[src/rtl/a_jul_j.sv]
// a_jul_j: 4-bit even-only up/down counter built from four T flip-flops.
//   Counts 0,2,4,...,14 and wraps at both ends; the direction comes from Y.
//   Q0 is held by a flip-flop whose toggle input is tied low, so it stays 0
//   once reset has been applied.
// Ports (positional order is fixed because instances connect by position):
//   Q3..Q0  out  raw flip-flop states, Q3 is the MSB
//   Y       in   direction: 0 = count up, 1 = count down
//   reset   in   synchronous, active-high; clears all four flip-flops
//   clk     in   rising-edge clock

// T flip-flop with synchronous active-high reset.
// Ports: clk, reset, t (1 = toggle on the next edge), q (state).
module tff (
  input  logic clk,
  input  logic reset,
  input  logic t,
  output logic q
);

  always_ff @(posedge clk) begin
    if (reset)
      q <= 1'b0;
    else if (t)
      q <= ~q;
  end

endmodule

module a_jul_j (
  output logic Q3,
  output logic Q2,
  output logic Q1,
  output logic Q0,
  input  logic Y,
  input  logic reset,
  input  logic clk
);

  wire y_n;
  wire q1_n;
  wire q2_n;
  wire t2_up;
  wire t2_dn;
  wire t2;
  wire t3_up;
  wire t3_dn;
  wire t3;

  not g_y_n  (y_n,  Y);
  not g_q1_n (q1_n, Q1);
  not g_q2_n (q2_n, Q2);

  // Bit 2 toggles when bit 1 carries (up) or borrows (down).
  and g_t2_up (t2_up, y_n, Q1);
  and g_t2_dn (t2_dn, Y, q1_n);
  or  g_t2    (t2, t2_up, t2_dn);

  // Bit 3 toggles when both lower counting bits carry (up) or borrow (down).
  and g_t3_up (t3_up, y_n, Q1, Q2);
  and g_t3_dn (t3_dn, Y, q1_n, q2_n);
  or  g_t3    (t3, t3_up, t3_dn);

  // Q0 never toggles; Q1 toggles every edge because the step is 2.
  tff u_tff0 (.clk(clk), .reset(reset), .t(1'b0), .q(Q0));
  tff u_tff1 (.clk(clk), .reset(reset), .t(1'b1), .q(Q1));
  tff u_tff2 (.clk(clk), .reset(reset), .t(t2),   .q(Q2));
  tff u_tff3 (.clk(clk), .reset(reset), .t(t3),   .q(Q3));

endmodule

[config.mk]
export PLATFORM = sky130hd
export DESIGN_NAME = a_jul_j
export DESIGN_NICKNAME = d
export VERILOG_FILES = /design/src/rtl/a_jul_j.sv
export SDC_FILE = /design/constraint.sdc
export NUM_CORES = 1
export LEC_CHECK = 0
export ABC_AREA = 1
export CAP_MARGIN = 10
export CORE_AREA = 2 2 39 41
export CTS_CLUSTER_DIAMETER = 50
export CTS_CLUSTER_SIZE = 40
export DETAILED_ROUTE_END_ITERATION = 12
export DIE_AREA = 0 0 41 43
export DONT_BUFFER_PORTS = 1
export RECOVER_POWER = 25
export SYNTH_ARGS = -nofsm -noshare
export SYNTH_HDL_FRONTEND = slang
export SYNTH_SLANG_ARGS = --single-unit
[constraint.sdc]
create_clock -name clk -period 1.4 [get_ports clk]
set_input_delay 0.42 -clock clk [delete_from_list [all_inputs] [get_ports clk]]
set_output_delay 0.42 -clock clk [all_outputs]
set_load 0.02 [all_outputs]
Yosys cells after proc, flatten, opt, wreduce, memory -nomap -nowiden
Index checks and enable logic that the tools add are counted.

storage, ports and cells
  register bits = 3
  input bits = 3
  output and inout bits = 4
  logic and storage cells = 13

cells by class
  bitwise operators = 8
  reduce and logical (&&, ||, !) cells = 2

operator list
  kind                 number
  AND reduction 3 bit  2
  inverter 1 bit       4
  bitwise AND 1 bit    2
  OR 1 bit             2

Longest topological paths before layout
Gate-level depths: netlist of run 1.

  word-level depth = 3
  mapped depth = 6
  depth with buffers taken out = 6

By module
A second synthesis of run 1 with hierarchy kept.

second synthesis, totals
  cells, all modules = 34
  area, all modules = 202.7 µm²

modules (own cells, without submodules)
  module   instances  cells each  area each (µm²)  sequential area each (µm²)
  tff      4          6           38.8             20.0
  a_jul_j  1          10          47.5             0.0

Worst setup path before layout of run 1
Ideal clock, no wire load.

  kind = register to register
  start point = register u_tff1.q
  end point = register u_tff2.q
  setup time = 114 ps
  arrival time = 904 ps
  data required time = 1286 ps
  path slack = 381 ps
  cell stages (with the launch flop) = 4
  buffers on the path = 0
  clock period less this slack = 1019 ps
  path through = dfxtp_1 -> ha_1 -> xor2_1 -> nor2_1

on the way
  cells in the longest elaborated chain, start to end = 3
  elaborated cells between the ends (all ways) = 4
  those cells by class = bitwise (4)

RTL lines
  element                 RTL line  source
  from (decl)             17        output logic q
  from (signal assigned)  24        q <= ~q;
  inverter 1 bit          50        not g_q1_n (q1_n, Q1);
  bitwise AND 1 bit       55        and g_t2_dn (t2_dn, Y, q1_n);
  OR 1 bit (*)            56        or g_t2 (t2, t2_up, t2_dn);
  to (signal assigned)    24
  to (decl)               17

Every way passes the cells marked *; elsewhere a longest branch is shown, timed or not.
A chain may end at the register's enable or synchronous reset.

Final worst setup path of run 1
  start point = register u_tff1.q
  end point = output port Q1

RTL lines
  element    RTL line  source
  to (decl)  32        output logic Q1,

No word-level cell between the ends.

==> reports/results.txt, run 1 <==
Status - finished, final reports clean
Row cnt - 14
RD Place Congestion - 0.5031
CP Capture Type - output port
Main combinational cell family by area after synthesis - simple AND/OR/NAND/NOR gates
Avg Vias per Cell - 3.100
Largest net degree at the start of global routing - 5
H-tree levels - 1
Clock Tree Buf Depth - 2
Initial antenna violation count - 0
Design area - 195.2 um2
Final nets - 30
TritonCTS clock tree - built
Total power - 0.0003014 W
Placement Cell Area - 168.9 um2
Largest cells by area after synthesis - dfxtp_1 38%, ha_1 16%, inv_1 12%
Clock slew at reported path FFs - 30 ps
Yosys top cell by area - dfxtp_1
TritonCTS buffer count - 3
Met1 Usage GRT - 0.01917
Mapped Cells - 21
Worst setup path class - reg2out
Number of port buffers - 0
Final worst slack - 260.0 ps
ANT cells - 0
Mapped Area - 156.4 um2
Worst R2R Start - u_tff1.q
First-pass GRT wire length - 420 um
Hold path startpoint - reset
Routed Antenna Nets - 0
Ratio of cells with drive above 1 in the final layout - 0.1250
Tot GR Track Use - 0.04609
Adder-cell share of the synthesized area - 0.1600
Core area - 0.001384 mm2
Crit path time final - 1140 ps
Post-route setup TNS - 0 ps
Synthesis-to-layout area growth - 24.80%
Grt met2 use - 0.05938
Reg area - 60.06 um2
Clock Skew - 1.847 ps
Hold WS - 256.6 ps
Crit path max fanout - 4
First-pass DRT Iterations - 2
Die area - 0.001763 mm2
Sequential share of the synthesized area - 0.3840
CTS root buf - clkbuf_4
Post CTS Setup Buffer Count - 0
# resized after CTS - 0
Pre-CTS setup slack - 301.0 ps
Netlist cell types - 10
Vias - 124
Area of the multi-input gates - 70.07 um2
Peak VDD IR - 277.9 uV
CTS Sinks - 3
PD cells - 1544 mW/mm2
CP required - 980 ps
Post-CTS Hold Buffers - 0
Seq cells post-synth - 3
Synth Area in Simple Gates - 0.1760
Hold Fails Final Rpt - 0
Initial DRC count - 1
Most frequent cells in the layout - 5 x inv_1, 3 x nand2_1, 3 x nor2_1, 3 x clkbuf_4, 3 x dfxtp_1
Mux contribution to synthesized area - 0
RSZ-0062 raised after global routing - false
Worst skew pair latency - 230 ps
Die H - 43 um
Tcrit/Tclk final - 0.8143
Avg Cell Area, Syn - 7.448 um2
Crit path launch - u_tff1.q
Routed WL per cell - 7.225 um
Type of origin of the critical path - flop
Fillers - 159
Met3 Resource Use GR - 0.07853
Final WL - 289 um
Worst min path class - in2reg
YS warnings - 0
Max Slew Vio Count - 0
Effective utilization at floorplan - 0.1130
Boundary pin count - 7
XOR/XNOR share of the synthesized area - 0.05600
Complex-gate fraction of the synthesized area - 0.03200
Syn Nets - 26
Vias in the first global route - 128
DR DRC count - 0
Die width - 41 um
Static leakage - 0.1005 nW
# Max-Cap Violations - 0
Most common cell after layout, fill and taps aside - inv_1
Top cell type's share of synthesized area - 0.3840
GRT busiest layer - met3
Total grt overflow - 0
Arrival @ worst endpoint - 720 ps
Fmax - 877.2 MHz
Final setup violation count - 0
==> where the power goes <==
part / switching [W] / internal, W
Clock: 0.0000434 / 0.000107
Combinational: 0.0000178 / 0.0000127
Sequential: 0.0000237 / 0.0000971
==> layout make-up <==
cell class | instances | area share
multi-input cells | 12 | 0.3590
flip-flops and latches | 3 | 0.3077
clock buffers | 4 | 0.1346
well taps | 16 | 0.1026
inverters | 5 | 0.09615
==> sequential cells by signal (all words and copies together), names as in the netlist <==
| name | cells |
|---|---|
| u_tff1.q | 1 |
| u_tff2.q | 1 |
| u_tff3.q | 1 |
==> worst paths after layout <==
path	end	slack, ps	depth (start not counted)
hold reg to reg	u_tff1.q	540	1
setup reg to reg	u_tff3.q	290	4
hold / removal	u_tff1.q	260	1
setup / recovery	Q1	260	0
==> Yosys cell counts, drive strengths merged <==
library cell / n
dfxtp: 3
conb: 1
a21oi: 1
nand3: 1
inv: 5
buf: 1
xor2: 1
ha: 2
nand2: 3
nor2: 3
==> stage by stage <==
step,util,std cells
global route,0.1410,40
finish,0.1410,40
floorplan,-,21
global placement,0.1221,36
CTS,0.1410,40
detailed placement,0.1221,36
==> per-layer routing <==
metal | routed length [um] | vias up
li1 | - | 64
met1 | 94 | 53
met2 | 141 | 7
met3 | 54 | 0
met4 | 0 | 0
met5 | 0 | -
==> worst reg2reg max path: cells and delay by family (launching register included) <==
kind,cells,cell delay [ps]
fa+ha+maj,1,210
compound gates,1,170
flops,1,490
simple gates,2,130
==> cells by family (layout without fill, tap and decap cells) <==
logic type,after synthesis,after routing
simple gates,7,7
xor+xnor,1,1
flops,3,3
compound gates,1,1
fa+ha+maj,2,2
buf+inv,6,9
other cells,1,1
No activity file was read; power rests on OpenSTA's default activity.
==> inputs of run 2 (changes only) <==
--- a/config.mk
+++ b/config.mk
@@ -5,7 +5,7 @@
 export SDC_FILE = /design/constraint.sdc
 export NUM_CORES = 1
 export LEC_CHECK = 0
-export ABC_AREA = 1
+export ABC_AREA = 0
 export CAP_MARGIN = 10
 export CORE_AREA = 2 2 39 41
 export CTS_CLUSTER_DIAMETER = 50
==> constraint.sdc (replaced) <==
create_clock -name clk -period 0.9 [get_ports clk]
set_input_delay 0.27 -clock clk [delete_from_list [all_inputs] [get_ports clk]]
set_output_delay 0.27 -clock clk [all_outputs]
set_load 0.02 [all_outputs]
==> reports/results.txt, run 2 <==
Synthesis-to-layout area growth - 76.86%
Worst setup path class - reg2reg
TritonCTS buffer count - 3 (unchanged)
Number of port buffers - 0 (unchanged)
Die area - 0.001763 mm2 (unchanged)
DR DRC count - 0 (unchanged)
Die width - 41 um (unchanged)
H-tree levels - 1 (unchanged)
Clock Skew - 0.6733 ps (-1.174 ps)
Crit path launch - u_tff1.q
GRT busiest layer - met4
Hold Fails Final Rpt - 0 (unchanged)
YS warnings - 0 (unchanged)
Final WL - 314 um (+8.7%)
Crit path max fanout - 3 (-1)
RSZ-0062 raised after global routing - true
Pre-CTS setup slack - -227.8 ps (-528.8 ps)
Routed WL per cell - 8.051 um (+11%)
Clock network power share - 0.426 (-0.072)
CP required - 1010 ps (+30 ps)
Comb power frac - 0.256 (+0.155)
Post-Layout Cell Count - 39 (-2.5%)
Top cell type's share of synthesized area - 0.3967 (+0.01269)
Ys async rst share - 0 (unchanged)
Grt met2 use - 0.05000 (-0.009375)
Core Util, Final - 0.1935 (+0.05244)
Clock slew at reported path FFs - 30 ps (about the same)
Status - finished with violations
Tcrit/Tclk final - 1.219
CP Cell Sequence - inv_2, ha_4, mux2i_4, mux2_4
Crit path time final - 1098 ps
Buf+Inv Stages, Crit Path - 1
Worst-case reg-to-reg path depth - 4 (unchanged)
Most frequent cells in the layout - 3 x nor2_1, 3 x clkbuf_4, 3 x buf_6
Fmax - 911.2 MHz
Delay-heaviest family, CP - multiplexers
Internal power - 0.0003982 W (+84%)
Vias in the first global route - 129 (+0.78%)
Post-CTS Hold Buffers - 0 (unchanged)
Clock Tree Buf Depth - 2 (unchanged)
Tot GR Track Use - 0.04605 (-0.00004614)
Fillers - 158 (-0.63%)
Worst skew pair latency - 230 ps (about the same)
Post-Place Cells - 34 (-5.6%)
RD Place Congestion - 0.5440 (+8.1%)
Switching Power - 0.0001451 W (+71%)
Slowest CP cell - dfxtp_4
Initial DRC count - 1 (unchanged)
Met3 Resource Use GR - 0.05236 (-0.02618)
Routed Antenna Nets - 0 (unchanged)
Total grt overflow - 0 (unchanged)
First-pass DRT Iterations - 2 (unchanged)
Boundary pin count - 7 (unchanged)
Leading registers by flop count - u_tff1.q x1, u_tff2.q x1, u_tff3.q x1
Failing checks - negative setup slack
Seq cells post-synth - 3 (unchanged)
Final worst slack - -197.5 ps (-457.5 ps)
Hold WS - 98.63 ps (-158.0 ps)
Sequential share of the synthesized area - 0.3967 (+0.01269)
Syn Nets - 21 (-19%)
Avg Vias per Cell - 3.077 (-0.74%)
R2r setup slk - -200 ps (-490 ps)
Largest net degree at the start of global routing - 5 (unchanged)
R2r endpoint - u_tff3.q
Initial antenna violation count - 0 (unchanged)
First-pass GRT wire length - 414 um (-1.4%)
CTS Sinks - 3 (unchanged)
Type of origin of the critical path - flop
EDFF count, synth - 0 (unchanged)
CP Depth - 4 (+4)
Static leakage - 0.1161 nW (+15%)
Post-synth top cells - 3 x dfxtp_1, 3 x nor2_1, 2 x ha_1, 2 x inv_1
Arrival @ worst endpoint - 1210 ps (+490 ps)
Sequential share of power - 0.318 (-0.083)
Netlist cell types - 10 (unchanged)
Final nets - 29 (-3.3%)
CP Capture Type - flop
Avg Cell Area, Syn - 9.462 um2 (+27%)
Met1 Usage GRT - 0.02548 (+0.006308)
Switching share of power - 0.2670 (-0.01466)
Yosys top cell by area - dfxtp_1
Core area - 0.001384 mm2 (unchanged)
Peak VDD IR - 392.4 uV (+41%)
Largest stage delay, worst path - 340 ps
Worst min path class - in2reg
Max Slew Vio Count - 0 (unchanged)
Final setup violation count - 5 (+5)
Worst R2R Start - u_tff1.q
Row cnt - 14 (unchanged)
Post-route setup TNS - -622.4 ps (-622.4 ps)
TritonCTS clock tree - built
PD cells - 2029 mW/mm2 (+31%)
Mapped Area - 151.4 um2 (-3.2%)
Synth Flop Type - dfxtp_1
ANT cells - 0 (unchanged)
Die H - 43 um (unchanged)
Mapped Cells - 16 (-24%)
Vias - 120 (-3.2%)
Largest cells by area after synthesis - dfxtp_1 40%, ha_1 17%, mux2_2 7.4%
CP endpoint - u_tff3.q
CTS root buf - clkbuf_4
Ratio of cells with drive above 1 in the final layout - 0.6087 (+0.4837)
Effective utilization at floorplan - 0.1094 (-0.003617)
# Max-Cap Violations - 0 (unchanged)
## run 2: layer usage
metal | vias to the layer above | wire length, um
met3 | 0 | 39
met5 | - | 0
met1 | 55 | 98
met2 | 4 | 176
met4 | 0 | 0
li1 | 61 | -
## run 2: kinds of logic after synthesis
| family | after synthesis | synth area share |
|---|---|---|
| adders and majority gates | 2 | 0.1653 |
| other | 1 | 0.02477 |
| DFF | 3 | 0.3967 |
| buffers and inverters | 3 | 0.09921 |
| xor gates and xnor gates | 1 | 0.05786 |
| muxes | 2 | 0.1405 |
| and+or+nand+nor | 4 | 0.1157 |
## run 2: timing repair
action | in CTS | in global routing
buffers inserted | 1 | 0
endpoints found under the setup margin | 5 | 5
pin swaps | 0 | 1
resized for setup | 4 | 4
## run 2: worst min-delay path by stage
stage	startpoint	endpoint	slack, ps	cells past startpoint
final	reset	u_tff1.q	100	1
after floorplan	reset	u_tff1.q	330	1
after global routing	reset	u_tff2.q	90	1
after global placement	reset	u_tff1.q	330	1
after CTS	reset	u_tff1.q	90	1
after detailed placement	reset	u_tff1.q	340	1
## run 2: cell type report
type / count / area [um2] / share of cell area
tap: 16 / 20.02 / 0.07477
sequential: 3 / 65.06 / 0.2430
inverter: 2 / 7.507 / 0.02804
timing repair buffer: 4 / 41.29 / 0.1542
clock buffer: 4 / 26.28 / 0.09813
multi-input combinational: 10 / 107.6 / 0.4019
## run 2: per-stage QoR
stage	power [W]	instance area (um2)
finish	0.0005432	267.8
global route	0.0005772	267.8
CTS	0.0005363	249.0
detailed placement	0.0002681	193.9
global placement	0.0002677	193.9
floorplan	0.0002359	158.9
## run 2: power by group through the flow
stage | clock [W] | combinational [W] | sequential (W)
after CTS | 0.000248 | 0.000120 | 0.000168
after global placement | 0 | 0.0000997 | 0.000168
after detailed placement | 0 | 0.000101 | 0.000167
after global routing | 0.000254 | 0.000149 | 0.000175
final | 0.000231 | 0.000139 | 0.000173
after floorplan | 0 | 0.0000440 | 0.000192
## run 2: worst reg2reg max path, delay by kind of cell (launching register included)
family	cells	cell delay, ps
multiplexers	2	450
adder cells (fa/ha/maj)	1	150
buffers and inverters	1	40
flip-flops	1	340
==> inputs of run 3 (changes only) <==
--- a/config.mk
+++ b/config.mk
@@ -13,7 +13,6 @@
 export DETAILED_ROUTE_END_ITERATION = 12
 export DIE_AREA = 0 0 41 43
 export DONT_BUFFER_PORTS = 1
-export RECOVER_POWER = 25
 export SYNTH_ARGS = -nofsm -noshare
 export SYNTH_HDL_FRONTEND = slang
 export SYNTH_SLANG_ARGS = --single-unit
==> constraint.sdc (replaced) <==
create_clock -name clk -period 0.9 [get_ports clk]
set_input_delay 0.09 -clock clk [delete_from_list [all_inputs] [get_ports clk]]
set_output_delay 0.09 -clock clk [all_outputs]
set_load 0.02 [all_outputs]
==> reports/results.txt, run 3 (same netlist as run 2, synthesis figures left out) <==
Core area - 0.001384 mm2 (unchanged)
Clock Tree Buf Depth - 2 (unchanged)
Routed Antenna Nets - 0 (unchanged)
Effective utilization at floorplan - 0.1094 (unchanged)
RD Place Congestion - 0.5440 (unchanged)
Initial DRC count - 1 (unchanged)
Hold Fails Final Rpt - 0 (unchanged)
Pre-CTS setup slack - -227.8 ps (unchanged)
Row cnt - 14 (unchanged)
Tot GR Track Use - 0.04605 (unchanged)
Hold WS - 113.5 ps (+14.88 ps)
PD cells - 2044 mW/mm2 (+0.76%)
Final nets - 29 (unchanged)
Largest net degree at the start of global routing - 4 (-1)
Clock slew at reported path FFs - 30 ps (about the same)
First-pass GRT wire length - 407 um (-1.7%)
Final setup violation count - 2 (-3)
Avg Vias per Cell - 3.154 (+2.5%)
R2r setup slk - -200 ps (about the same)
Die width - 41 um (unchanged)
Worst setup path class - reg2reg
Die H - 43 um (unchanged)
ANT cells - 0 (unchanged)
Vias in the first global route - 127 (-1.6%)
Failing checks - negative setup slack
Fmax - 911.0 MHz (about the same)
Post-Place Cells - 34 (unchanged)
H-tree levels - 1 (unchanged)
Post-route setup TNS - -265.2 ps (+357.1 ps)
First-pass DRT Iterations - 2 (unchanged)
Status - finished with violations
Tcrit/Tclk final - 1.220 (about the same)
Leading registers by flop count - u_tff1.q x1, u_tff2.q x1, u_tff3.q x1
Final worst slack - -197.7 ps (-0.1520 ps)
Type of origin of the critical path - flop
CP Capture Type - flop
Number of port buffers - 0 (unchanged)
Crit path max fanout - 3 (unchanged)
TritonCTS buffer count - 3 (unchanged)
CTS Sinks - 3 (unchanged)
Hold EP - u_tff3.q
Max Slew Vio Count - 0 (unchanged)
Hold path startpoint - reset
Vias - 123 (+2.5%)
Post CTS Setup Buffer Count - 0 (-1)
Clock Skew - 0.6733 ps (+0.00001300 ps)
Die area - 0.001763 mm2 (unchanged)
Total grt overflow - 0 (unchanged)
Worst min path class - in2reg
Area of the multi-input gates - 107.6 um2 (unchanged)
Ratio of cells with drive above 1 in the final layout - 0.5652 (-0.04348)
Hold path depth - 2 (+1)
DR DRC count - 0 (unchanged)
Fillers - 161 (+1.9%)
R2r endpoint - u_tff3.q
Synthesis-to-layout area growth - 71.07%
Worst R2R Start - u_tff1.q
Routed WL per cell - 8.179 um (+1.6%)
CTS root buf - clkbuf_4
Reg area - 65.06 um2 (unchanged)
Peak VDD IR - 389.1 uV (-0.84%)
# Max-Cap Violations - 0 (unchanged)
Boundary pin count - 7 (unchanged)
Final WL - 319 um (+1.6%)
Post-Layout Cell Count - 39 (unchanged)
Initial antenna violation count - 0 (unchanged)
Most frequent cells in the layout - 3 x nor2_1, 3 x clkbuf_4, 3 x buf_4
Crit path time final - 1098 ps (+0.1520 ps)
Static leakage - 0.1127 nW (-2.9%)
Worst-case reg-to-reg path depth - 4 (unchanged)
CP required - 1010 ps (about the same)
TritonCTS clock tree - built
Arrival @ worst endpoint - 1210 ps (about the same)
RSZ-0062 raised after global routing - true
Worst skew pair latency - 230 ps (about the same)
run 3: worst max path at each step:
| stage | slack, ps | depth (start not counted) | endpoint | start |
|---|---|---|---|---|
| after floorplan | -230 | 4 | u_tff3.q | u_tff1.q |
| after detailed placement | -230 | 4 | u_tff3.q | u_tff1.q |
| after global routing | -230 | 4 | u_tff3.q | u_tff1.q |
| after global placement | -210 | 3 | u_tff3.q | u_tff1.q |
| final | -200 | 4 | u_tff3.q | u_tff1.q |
| after CTS | -230 | 4 | u_tff3.q | u_tff1.q |
run 3: power breakdown:
group	internal, W	switching, W
sequential	0.000153	0.0000172
combinational	0.0000681	0.0000597
clock	0.000166	0.0000655
run 3: repair_timing:
item / 4_1_cts / 5_1_grt
gates resized for setup: 1 / 4
endpoints found under the setup margin: 2 / 2
pin swaps: 0 / 0
hold buffers: 1 / 0
gates cloned: 0 / 0
endpoints found under the hold margin: 2 / 0
run 3: cell type report:
type,instances,share of cell area
multi-input cells,10,0.4155
flip-flops and latches,3,0.2512
repair buffers,4,0.1256
clock buffers,4,0.1014
well taps,16,0.07729
inverters,2,0.02899
run 3: metal layers:
metal | share of wire | GRT usage | up-vias
li1 | - | - | 61
met1 | 0.29 | 0.02229 | 57
met2 | 0.56 | 0.05313 | 5
met3 | 0.14 | 0.05236 | 0
met4 | 0 | 0.08000 | 0
met5 | 0 | 0 | -
run 3: critical path, stage by stage, from the launching register on:
cell and delay (ps):
dfxtp_4 340, inv_2 40, ha_4 150, mux2i_4 140
mux2_4 310
run 3: per-stage QoR:
stage / total power (W) / utilization / instance area, um2
finish: 0.0005295 / 0.1872 / 259.0
global route: 0.0005631 / 0.1872 / 259.0
CTS: 0.0005225 / 0.1736 / 240.2
detailed placement: 0.0002681 / 0.1401 / 193.9
global placement: 0.0002677 / 0.1401 / 193.9
floorplan: 0.0002359 / - / 158.9
